**src/rtl/watchdog_timer_pkg.sv**
```systemverilog
// Shared definitions for the minisys watchdog: register map, bit positions, default kick key.
package watchdog_timer_pkg;

  typedef enum logic [2:0] {
    RegCtrl   = 3'd0,
    RegLoad   = 3'd1,
    RegWindow = 3'd2,
    RegKick   = 3'd3,
    RegCount  = 3'd4,
    RegStatus = 3'd5
  } wdt_reg_e;

  localparam int unsigned CtrlEn     = 0;
  localparam int unsigned CtrlWinEn  = 1;
  localparam int unsigned CtrlWarnIe = 2;

  localparam int unsigned StWarn     = 0;
  localparam int unsigned StCauseTo  = 1;
  localparam int unsigned StCauseWin = 2;
  localparam int unsigned StCauseKey = 3;

  localparam logic [15:0] KickKeyDefault = 16'hA5C3;

endpackage

```
**src/rtl/watchdog_timer_if.sv**
```systemverilog
// Minisys IO bus slice seen by the watchdog: select, strobes, address and data.
interface watchdog_timer_if;
  logic        cs;
  logic [2:0]  addr;
  logic        write_enable;
  logic        read_enable;
  logic [15:0] wdata;
  logic [15:0] rdata;

  modport master (output cs, addr, write_enable, read_enable, wdata, input rdata);
  modport slave  (input cs, addr, write_enable, read_enable, wdata, output rdata);
endinterface

```
**src/rtl/watchdog_timer_prescaler.sv**
```systemverilog
// Free-running tick prescaler: one tick per 2**PRE_WIDTH enabled clocks, synchronous clear.
module watchdog_timer_prescaler #(
  parameter int unsigned PRE_WIDTH = 4
) (
  input  logic clock,
  input  logic reset_n,
  input  logic en,
  input  logic clr,
  output logic tick
);

  // A zero-width prescaler degenerates to a constant-zero counter, so every enabled clock ticks.
  localparam int unsigned CntW = (PRE_WIDTH == 0) ? 1 : PRE_WIDTH;
  localparam logic [CntW-1:0] CntMax = (PRE_WIDTH == 0) ? {CntW{1'b0}} : {CntW{1'b1}};

  logic [CntW-1:0] cnt_q, cnt_d;

  always_comb begin
    cnt_d = cnt_q;
    if (clr) begin
      cnt_d = '0;
    end else if (en) begin
      cnt_d = (cnt_q == CntMax) ? '0 : cnt_q + CntW'(1);
    end
  end

  assign tick = en & (cnt_q == CntMax);

  always_ff @(posedge clock or negedge reset_n) begin
    if (!reset_n) begin
      cnt_q <= '0;
    end else begin
      cnt_q <= cnt_d;
    end
  end

endmodule

```
**src/rtl/watchdog_timer.sv**
```systemverilog
// Bus-programmable two-stage watchdog: first timeout warns, second consecutive timeout
// pulses the CPU reset. Keyed and optionally windowed kicks; sticky cause status.
module watchdog_timer
  import watchdog_timer_pkg::*;
#(
  parameter int unsigned CNT_WIDTH = 16,
  parameter int unsigned PRE_WIDTH = 4,
  parameter int unsigned PULSE_LEN = 4,
  parameter logic [15:0] KICK_KEY  = KickKeyDefault,
  parameter bit          EN_RESET  = 1'b1
) (
  input  logic             clock,
  input  logic             reset_n,
  watchdog_timer_if.slave  bus,
  output logic             warn_irq,
  output logic             wdt_reset
);

  localparam logic [3:0] PulseLen = 4'(PULSE_LEN);

  logic [2:0]           ctrl_q, ctrl_d;
  logic [CNT_WIDTH-1:0] load_q, load_d, window_q, window_d, count_q, count_d;
  logic [3:0]           status_q, status_d;
  logic [3:0]           pulse_cnt_q, pulse_cnt_d;

  logic wr, rd, wr_ctrl, wr_status, kick_wr;
  logic key_ok, in_window, valid_kick, key_bad, win_bad;
  logic pulse_active, pulse_done, en_rise, tick, expiry, fire, reload;

  assign wr           = bus.cs & bus.write_enable;
  assign rd           = bus.cs & bus.read_enable;
  assign wr_ctrl      = wr & (bus.addr == RegCtrl);
  assign wr_status    = wr & (bus.addr == RegStatus);
  assign pulse_active = (pulse_cnt_q != '0);
  assign pulse_done   = (pulse_cnt_q == 4'd1);

  // Kicks are ignored entirely while the reset pulse is in flight.
  assign kick_wr    = wr & (bus.addr == RegKick) & ~pulse_active;
  assign key_ok     = (bus.wdata == KICK_KEY);
  assign in_window  = ~ctrl_q[CtrlWinEn] | (count_q <= window_q);
  assign valid_kick = kick_wr & key_ok & in_window;
  assign key_bad    = kick_wr & ~key_ok;
  assign win_bad    = kick_wr & key_ok & ~in_window;

  assign en_rise = wr_ctrl & bus.wdata[CtrlEn] & ~ctrl_q[CtrlEn];
  assign expiry  = tick & (count_q == '0) & ~valid_kick;
  assign fire    = ~pulse_active & (key_bad | win_bad | (expiry & status_q[StWarn]));
  assign reload  = valid_kick | en_rise | expiry | pulse_done;

  watchdog_timer_prescaler #(
    .PRE_WIDTH (PRE_WIDTH)
  ) u_prescaler (
    .clock   (clock),
    .reset_n (reset_n),
    .en      (ctrl_q[CtrlEn] & ~pulse_active),
    .clr     (reload),
    .tick    (tick)
  );

  always_comb begin
    ctrl_d      = wr_ctrl ? bus.wdata[2:0] : ctrl_q;
    load_d      = (wr & (bus.addr == RegLoad)) ? bus.wdata[CNT_WIDTH-1:0] : load_q;
    window_d    = (wr & (bus.addr == RegWindow)) ? bus.wdata[CNT_WIDTH-1:0] : window_q;

    count_d = count_q;
    if (pulse_active) begin
      if (pulse_done) count_d = load_q;
    end else if (reload) begin
      count_d = load_q;
    end else if (tick) begin
      count_d = count_q - CNT_WIDTH'(1);
    end

    // Clears first, then sets, so a new cause beats a same-clock W1C.
    status_d = status_q;
    if (wr_status) status_d = status_q & ~bus.wdata[3:0];
    if (valid_kick) status_d[StWarn] = 1'b0;
    if (expiry) begin
      if (status_q[StWarn]) begin
        status_d[StWarn]    = 1'b0;
        status_d[StCauseTo] = 1'b1;
      end else begin
        status_d[StWarn] = 1'b1;
      end
    end
    if (win_bad) status_d[StCauseWin] = 1'b1;
    if (key_bad) status_d[StCauseKey] = 1'b1;

    if (fire) begin
      pulse_cnt_d = PulseLen;
    end else if (pulse_active) begin
      pulse_cnt_d = pulse_cnt_q - 4'd1;
    end else begin
      pulse_cnt_d = '0;
    end
  end

  always_comb begin
    bus.rdata = '0;
    if (rd) begin
      case (bus.addr)
        RegCtrl:   bus.rdata = 16'(ctrl_q);
        RegLoad:   bus.rdata = 16'(load_q);
        RegWindow: bus.rdata = 16'(window_q);
        RegCount:  bus.rdata = 16'(count_q);
        RegStatus: bus.rdata = 16'(status_q);
        default:   bus.rdata = '0;
      endcase
    end
  end

  assign warn_irq  = status_q[StWarn] & ctrl_q[CtrlWarnIe];
  assign wdt_reset = pulse_active;

  always_ff @(posedge clock or negedge reset_n) begin
    if (!reset_n) begin
      ctrl_q      <= {2'b00, EN_RESET};
      load_q      <= '1;
      window_q    <= '1;
      count_q     <= '1;
      status_q    <= '0;
      pulse_cnt_q <= '0;
    end else begin
      ctrl_q      <= ctrl_d;
      load_q      <= load_d;
      window_q    <= window_d;
      count_q     <= count_d;
      status_q    <= status_d;
      pulse_cnt_q <= pulse_cnt_d;
    end
  end

endmodule

```
**src/flat_wrapper.sv**
```systemverilog
// flat-port wrapper written by rule: the top's interface ports become plain ports
module watchdog_timer_flat import watchdog_timer_pkg::*;
#(
  parameter int unsigned CNT_WIDTH = 16,
  parameter int unsigned PRE_WIDTH = 4,
  parameter int unsigned PULSE_LEN = 4,
  parameter logic [15:0] KICK_KEY  = KickKeyDefault,
  parameter bit          EN_RESET  = 1'b1
)
  (clock, reset_n, warn_irq, wdt_reset, bus_cs, bus_addr, bus_write_enable, bus_read_enable, bus_wdata, bus_rdata);
  watchdog_timer_if bus_i ();
  input  logic clock;
  input  logic reset_n;
  output logic warn_irq;
  output logic wdt_reset;
  input wire logic [$bits(bus_i.cs)-1:0] bus_cs;
  input wire logic [$bits(bus_i.addr)-1:0] bus_addr;
  input wire logic [$bits(bus_i.write_enable)-1:0] bus_write_enable;
  input wire logic [$bits(bus_i.read_enable)-1:0] bus_read_enable;
  input wire logic [$bits(bus_i.wdata)-1:0] bus_wdata;
  output wire logic [$bits(bus_i.rdata)-1:0] bus_rdata;
  assign bus_i.cs = bus_cs;
  assign bus_i.addr = bus_addr;
  assign bus_i.write_enable = bus_write_enable;
  assign bus_i.read_enable = bus_read_enable;
  assign bus_i.wdata = bus_wdata;
  assign bus_rdata = bus_i.rdata;
  watchdog_timer #(.CNT_WIDTH(CNT_WIDTH), .PRE_WIDTH(PRE_WIDTH), .PULSE_LEN(PULSE_LEN), .KICK_KEY(KICK_KEY), .EN_RESET(EN_RESET)) u_core (.clock(clock), .reset_n(reset_n), .bus(bus_i), .warn_irq(warn_irq), .wdt_reset(wdt_reset));
endmodule
```
**config.mk**
```make
export PLATFORM = sky130hd
export DESIGN_NAME = watchdog_timer_flat
export DESIGN_NICKNAME = d
export VERILOG_FILES = /design/src/rtl/watchdog_timer_pkg.sv /design/src/rtl/watchdog_timer_if.sv /design/src/rtl/watchdog_timer_prescaler.sv /design/src/rtl/watchdog_timer.sv /design/src/flat_wrapper.sv
export SDC_FILE = /design/constraint.sdc
export NUM_CORES = 1
export LEC_CHECK = 0
export ABC_CLOCK_PERIOD_IN_PS = 5000
export CORE_MARGIN = 2
export CORE_UTILIZATION = 60
export DETAILED_ROUTE_END_ITERATION = 10
export PLACE_DENSITY = 0.8
export SYNTH_ARGS = -nofsm -noshare
export SYNTH_HDL_FRONTEND = slang
export SYNTH_SLANG_ARGS = --single-unit
```
**constraint.sdc**
```tcl
create_clock -name clock -period 5 [get_ports clock]
set_clock_uncertainty 0.15 [all_clocks]
set_input_delay 1 -clock clock [delete_from_list [all_inputs] [get_ports clock]]
set_output_delay 1 -clock clock [all_outputs]
set_load 0.005 [all_outputs]
```
* Word-level counts from Yosys, hierarchy flattened
Cells that the tools add are included.
** Operators by class
- Add/subtract/negate cells :: 3
- $mul :: 0
- Divide/modulo/power cells :: 0
- Order comparisons :: 1
- Eq/ne operators :: 9
- Shift-type cells :: 0
- Mux-type cells :: 18
- Bitwise gates (word level) :: 35
- Reductions and logical operators :: 9
** Operators by type and width (number)
- $mux 16 :: 5
- $pmux 16 s5 :: 1
- $mux 4 :: 6
- $and 1x1->1 :: 21
- $eq 16x16->1 const B :: 1
- $le 16x16->1 :: 1
- $logic_not 16->1 :: 1
- $sub 16x1->16 const B :: 1
- $eq 3x2->1 const B :: 2
- $eq 3x3->1 const B :: 2
- $not 1->1 :: 6
- $or 1x1->1 :: 6
- $reduce_bool 2->1 :: 3
- $reduce_bool 3->1 :: 2
- $mux 1 :: 5
- $add 4x1->4 const B :: 1
- $and 4x4->4 :: 1
- $eq 4x1->1 const B :: 1
- $eq 4x4->1 const B :: 1
- $not 4->4 :: 1
- $reduce_bool 4->1 :: 1
- $sub 4x1->4 const B :: 1
- $eq 3x1->1 const B :: 1
- $logic_not 3->1 :: 1
- other kinds (3) :: 3
** Word-level totals
- Register bits :: 63
- Latch bits :: 0
- Memory bits (writable) :: 0
- Memory bits (read-only) :: 0
- Output and inout bits :: 18
- Logic and storage cells :: 85
- Memories kept :: 0

* Logic depth before layout (Yosys ltp)
- Depth after elaboration :: 11
- Depth in mapped cells :: 11

* By module
From an unflattened synthesis, not the netlist that was laid out.
** Unflattened totals
- Cell total of the unflattened synthesis :: 413
- Area total of the unflattened synthesis :: 4097.7 um^2
** Modules (own cells, without submodules)
- watchdog_timer :: instances 1, cells an instance 391, area an instance 3892.5 um^2
- watchdog_timer_prescaler :: instances 1, cells an instance 22, area an instance 205.2 um^2

* Worst setup path after synthesis
Ideal clock, no wire load.
- Path kind :: input port to output port
- Start point :: input port bus_addr[0]
- End point :: output port bus_rdata[10]
- Data arrival time :: 2.164 ns
- Data required time :: 3.850 ns
- Path slack :: 1.686 ns
- Stages :: 7
- Cells stage by stage :: clkbuf_1 -> nor2b_1 -> clkbuf_1 -> a22oi_1 -> nor2_1 -> a21oi_1 -> nor2_1
** On the way
- Longest elaborated chain between the ends :: 3
- Elaborated cells on any way between the ends :: 7
- Classes of those cells :: eq/ne (4); mux (2); reduce/logical (1)
** Ends and longest elaborated chain
- from (decl) :: line flat_wrapper.sv:17 : input wire logic [$bits(bus_i.addr)-1:0] bus_addr;
- $eq 3x3->1, or another cell as far along :: line watchdog_timer.sv:101 : case (bus.addr)
- $pmux 16 s5 * :: line watchdog_timer.sv:101
- $mux 16 * :: line watchdog_timer.sv:100 : if (rd) begin
- to (decl) :: line flat_wrapper.sv:21 : output wire logic [$bits(bus_i.rdata)-1:0] bus_rdata;
Mark *: on every way between the ends. The rest lies on a longest branch, timed or not.

* Worst setup path in the final report
- Start point :: input port bus_addr[0]
- End point :: output port bus_rdata[15]
Same word-level chain as after synthesis.

==> flow_summary.html <==
<table>
<tr><th>Metric</th><th>Value</th></tr>
<tr><th colspan="2">Drt</th></tr>
<tr><td>Post-detailed-routing wire length</td><td>10500 µm</td></tr>
<tr><td>Post-detailed-route wirelength per cell</td><td>19.1 µm</td></tr>
<tr><td>Post-route ant nets</td><td>0</td></tr>
<tr><td>DRT iter0 DRCs</td><td>254</td></tr>
<tr><td>Count of unresolved DRC violations after routing</td><td>0</td></tr>
<tr><td>DR vias/cell</td><td>6.35</td></tr>
<tr><td>First drt pass iteration count</td><td>5</td></tr>
<tr><td>Total via count in the routed design</td><td>3482</td></tr>
<tr><th colspan="2">Synthesis</th></tr>
<tr><td>Synthesis Warnings</td><td>0</td></tr>
<tr><td>Seq cells post-synth</td><td>63</td></tr>
<tr><td>Number of flops mapped to enable cells by yosys</td><td>0</td></tr>
<tr><td>Mapped Nets</td><td>469</td></tr>
<tr><td>Total standard cell area after synthesis</td><td>4060 µm²</td></tr>
<tr><td>Number of instances in the synthesized netlist</td><td>427</td></tr>
<tr><td>Mean area per synthesized cell</td><td>9.52 µm²</td></tr>
<tr><td>Async SR Flop Fraction</td><td>100%</td></tr>
<tr><td>Fraction of the yosys area taken by sequential cells</td><td>40.3%</td></tr>
<tr><td>Unique cell type count in the Yosys netlist</td><td>57</td></tr>
<tr><td>Most common flop cell mapped by yosys</td><td>dfstp_2</td></tr>
<tr><th colspan="2">GRT</th></tr>
<tr><td>Largest net degree at the start of global routing</td><td>40</td></tr>
<tr><td>Initial antenna violation count</td><td>0</td></tr>
<tr><td>GRT overflow</td><td>0</td></tr>
<tr><td>Global-route wire length before repair</td><td>17000 µm</td></tr>
<tr><td>GRT Overall Usage</td><td>29.7%</td></tr>
<tr><td>Via count of the first global-routing pass</td><td>3344</td></tr>
<tr><th colspan="2">Placement</th></tr>
<tr><td>Final weighted congestion of routability-driven global placement</td><td>0.932</td></tr>
<tr><td>Number of cells in the design after placement</td><td>532</td></tr>
<tr><td>DP HPWL</td><td>7500 µm</td></tr>
<tr><td>IO Port Bufs</td><td>41</td></tr>
<tr><th colspan="2">Power and ir drop</th></tr>
<tr><td>Final total power</td><td>2340 µW</td></tr>
<tr><td>Power per standard cell area</td><td>492 nW/µm²</td></tr>
<tr><td>Worst ir drop on vdd</td><td>265 µV</td></tr>
<tr><td>Cell leakage power</td><td>0.00196 µW</td></tr>
<tr><th colspan="2">Setup path</th></tr>
<tr><td>Critical path type</td><td>input pin to output pin</td></tr>
<tr><td>Kind of end point of the critical path</td><td>output pin</td></tr>
<tr><td>Setup crit start kind</td><td>input pin</td></tr>
<tr><td>Internal reg-to-reg setup slack</td><td>1290 ps</td></tr>
<tr><td>Worst path required time</td><td>3850 ps</td></tr>
<tr><td>CP arrival</td><td>3290 ps</td></tr>
<tr><td>Maximum fanout encountered on the critical timing path</td><td>16</td></tr>
<tr><th colspan="2">Final layout</th></tr>
<tr><td>Multi-input logic area</td><td>2210 µm²</td></tr>
<tr><td># nets final</td><td>508</td></tr>
<tr><td>Core occupancy in the finished layout</td><td>73.8%</td></tr>
<tr><td>Number of fill cells in the layout</td><td>480</td></tr>
<tr><td>Non-filler instance count after layout</td><td>548</td></tr>
<tr><td>Antenna diode count</td><td>0</td></tr>
<tr><td>P&amp;R area growth vs syn</td><td>17.2%</td></tr>
<tr><td>Fraction of final layout cells with drive strength greater than 1</td><td>24.4%</td></tr>
<tr><td>Seq. cell area</td><td>1640 µm²</td></tr>
<tr><th colspan="2">Timing</th></tr>
<tr><td>Highest Clock Rate</td><td>0.225 GHz</td></tr>
<tr><td>Final worst path period share</td><td>88.8%</td></tr>
<tr><td>Final Hold Vio Count</td><td>0</td></tr>
<tr><td>Final setup violating endpoints</td><td>0</td></tr>
<tr><td>Setup TNS Final</td><td>0 ps</td></tr>
<tr><td>Number of max-slew violations in the final report</td><td>0</td></tr>
<tr><td>Min cycle time layout</td><td>4440 ps</td></tr>
<tr><td>Tightest slew margin relative to the limit</td><td>37.9%</td></tr>
<tr><td>Setup repair after global routing missed its margin</td><td>no</td></tr>
<tr><td>Slew at the pin with the worst max-slew slack</td><td>932 ps</td></tr>
<tr><th colspan="2">CTS</th></tr>
<tr><td>Total of hold buffers inserted after clock tree synthesis</td><td>0</td></tr>
<tr><td>Clock tree from TritonCTS</td><td>yes</td></tr>
<tr><td>Post-cts repair resize count</td><td>0</td></tr>
<tr><td>Total number of clock tree sinks</td><td>63</td></tr>
<tr><td>Reg clk slew, reported paths</td><td>70 ps</td></tr>
<tr><td>H-tree depth</td><td>3</td></tr>
<tr><td>CTS root buf</td><td>clkbuf_8</td></tr>
<tr><td>Clock latency reported for the late side of the worst-skew pair</td><td>350 ps</td></tr>
<tr><td>Post-CTS Repair Setup Buffers</td><td>0</td></tr>
<tr><td>Inserted Clock Buffers</td><td>9</td></tr>
<tr><td>Clk buf depth</td><td>2</td></tr>
<tr><th colspan="2">Die</th></tr>
<tr><td>Horiz. Die Dim</td><td>86.3 µm</td></tr>
<tr><td>Area of the core region</td><td>6460 µm²</td></tr>
<tr><td>IO Count</td><td>42</td></tr>
<tr><td>Area of the die</td><td>7450 µm²</td></tr>
<tr><td>Number of placement rows</td><td>29</td></tr>
<tr><td>Initial standard-cell utilization of the core</td><td>62.9%</td></tr>
<tr><td>Chip Height</td><td>86.3 µm</td></tr>
<tr><th colspan="2">Worst hold path</th></tr>
<tr><td>Class of the tightest hold or removal check</td><td>flip-flop to flip-flop</td></tr>
<tr><th colspan="2">Run</th></tr>
<tr><td>Maxcap violations</td><td>0</td></tr>
<tr><th colspan="2">Status</th></tr>
<tr><td>Status</td><td>completed</td></tr>
</table>
[cell families (layout without fill, tap and decap cells)]
| group | after synthesis | count (layout) | share of synthesized area (%) |
|---|---|---|---|
| AOI/OAI and AO/OA | 105 | 105 | 16.9 |
| muxes | 41 | 41 | 11.8 |
| xor gates and xnor gates | 1 | 1 | 0.216 |
| buffers and inverters | 49 | 93 | 5.76 |
| adders and majority gates | 18 | 18 | 5.54 |
| and+or+nand+nor | 150 | 150 | 19.5 |
| DFF | 63 | 63 | 40.3 |
[cell type report]
cell class,instances,area share [%]
clock inverter,6,2.26
sequential,63,34.4
tap,77,2.02
timing repair buffer,51,10.1
inverter,26,2.05
multi-input combinational,315,46.3
clock buffer,10,2.89
[synthesized netlist by cell type, drive strengths merged (2+ instances only)]
| master | n | share of area [%] |
|---|---|---|
| nand2 | 37 | 3.4 |
| nand4 | 6 | 0.92 |
| o211ai | 14 | 2.6 |
| buf | 7 | 1.7 |
| mux2 | 22 | 6.1 |
| a31oi | 2 | 0.31 |
| dfrtp | 14 | 8.6 |
| a21oi | 28 | 3.4 |
| ha | 18 | 5.5 |
| mux4 | 3 | 1.8 |
| nor3b | 4 | 0.74 |
| nor4b | 2 | 0.74 |
| mux2i | 16 | 3.9 |
| nand2b | 6 | 0.92 |
| o21ai | 26 | 3.3 |
| and2 | 2 | 0.31 |
| a2111o | 2 | 0.55 |
| nor3 | 11 | 1.5 |
| a22oi | 12 | 2.2 |
| nor4bb | 2 | 0.49 |
| nor2b | 4 | 0.62 |
| or4 | 3 | 0.74 |
| nand3 | 10 | 1.2 |
| nor4 | 4 | 1.1 |
| nor2 | 47 | 4.3 |
| inv | 26 | 2.4 |
| nand4b | 2 | 0.43 |
| o2bb2ai | 13 | 2.8 |
| or3 | 5 | 0.89 |
| dfstp | 49 | 32 |
| clkbuf | 16 | 1.7 |
[path summary, 6_finish.rpt]
path	startpoint	end	depth (start not counted)
max in group asynchronous	reset_n	u_core.load_q[11]	2
min in group asynchronous	reset_n	u_core.pulse_cnt_q[2]	1
setup / recovery	bus_addr[0]	bus_rdata[15]	5
hold reg to reg	u_core.count_q[14]	u_core.count_q[14]	2
hold / removal	u_core.count_q[14]	u_core.count_q[14]	2
setup reg to reg	u_core.window_q[11]	u_core.count_q[8]	8
[placed cells by master (no fill, tap or decap), types with 14 or more instances in the layout]
master and instances:
nand2_1 37, inv_1 26, dfrtp_1 14, a21oi_1 28, o21ai_0 24, ha_1 18
dfstp_2 49, nor2_1 47, o211ai_1 14, mux2_2 22, clkdlybuf4s50_1 40, mux2i_1 16
[stage by stage]
step	setup WS, ps	instance area (µm²)	hold slack, ps
6_report	558	4760	355
5_1_grt	380	4760	377
4_1_cts	566	4760	350
3_5_place_dp	580	4520	331
3_3_place_gp	613	4520	316
2_1_floorplan	1690	4060	290
[power breakdown]
part           internal (µW)  switching (µW)  leakage (µW)  total [µW]
combinational            384             421       0.00113         806
sequential               755             231      0.000698         986
clock                    343             207      0.000122         550
[critical path, cell delays in order]
cell and delay (ps):
clkdlybuf4s50_1 670, o21ai_0 260, nand3_1 480, nor2_1 330, clkdlybuf4s50_1 540
[layer usage]
layer	part of all wire, %	wire length [µm]	vias to the layer above	global-route usage (%)
met4	1.8	187	0	9.38
met5	0	0	-	0
met1	45	4700	1690	42.9
li1	-	-	1638	-
met3	7.1	742	22	6.00
met2	46	4830	132	45.3
[state kept, by name, indices dropped and copies added (netlist names)]
| name | count |
|---|---|
| u_core.load_q | 16 |
| u_core.status_q | 4 |
| u_core.count_q | 16 |
| u_core.ctrl_q | 3 |
| u_core.window_q | 16 |
| u_core.u_prescaler.cnt_q | 4 |
| u_core.pulse_cnt_q | 4 |
Power figures use the tool's default switching activity.
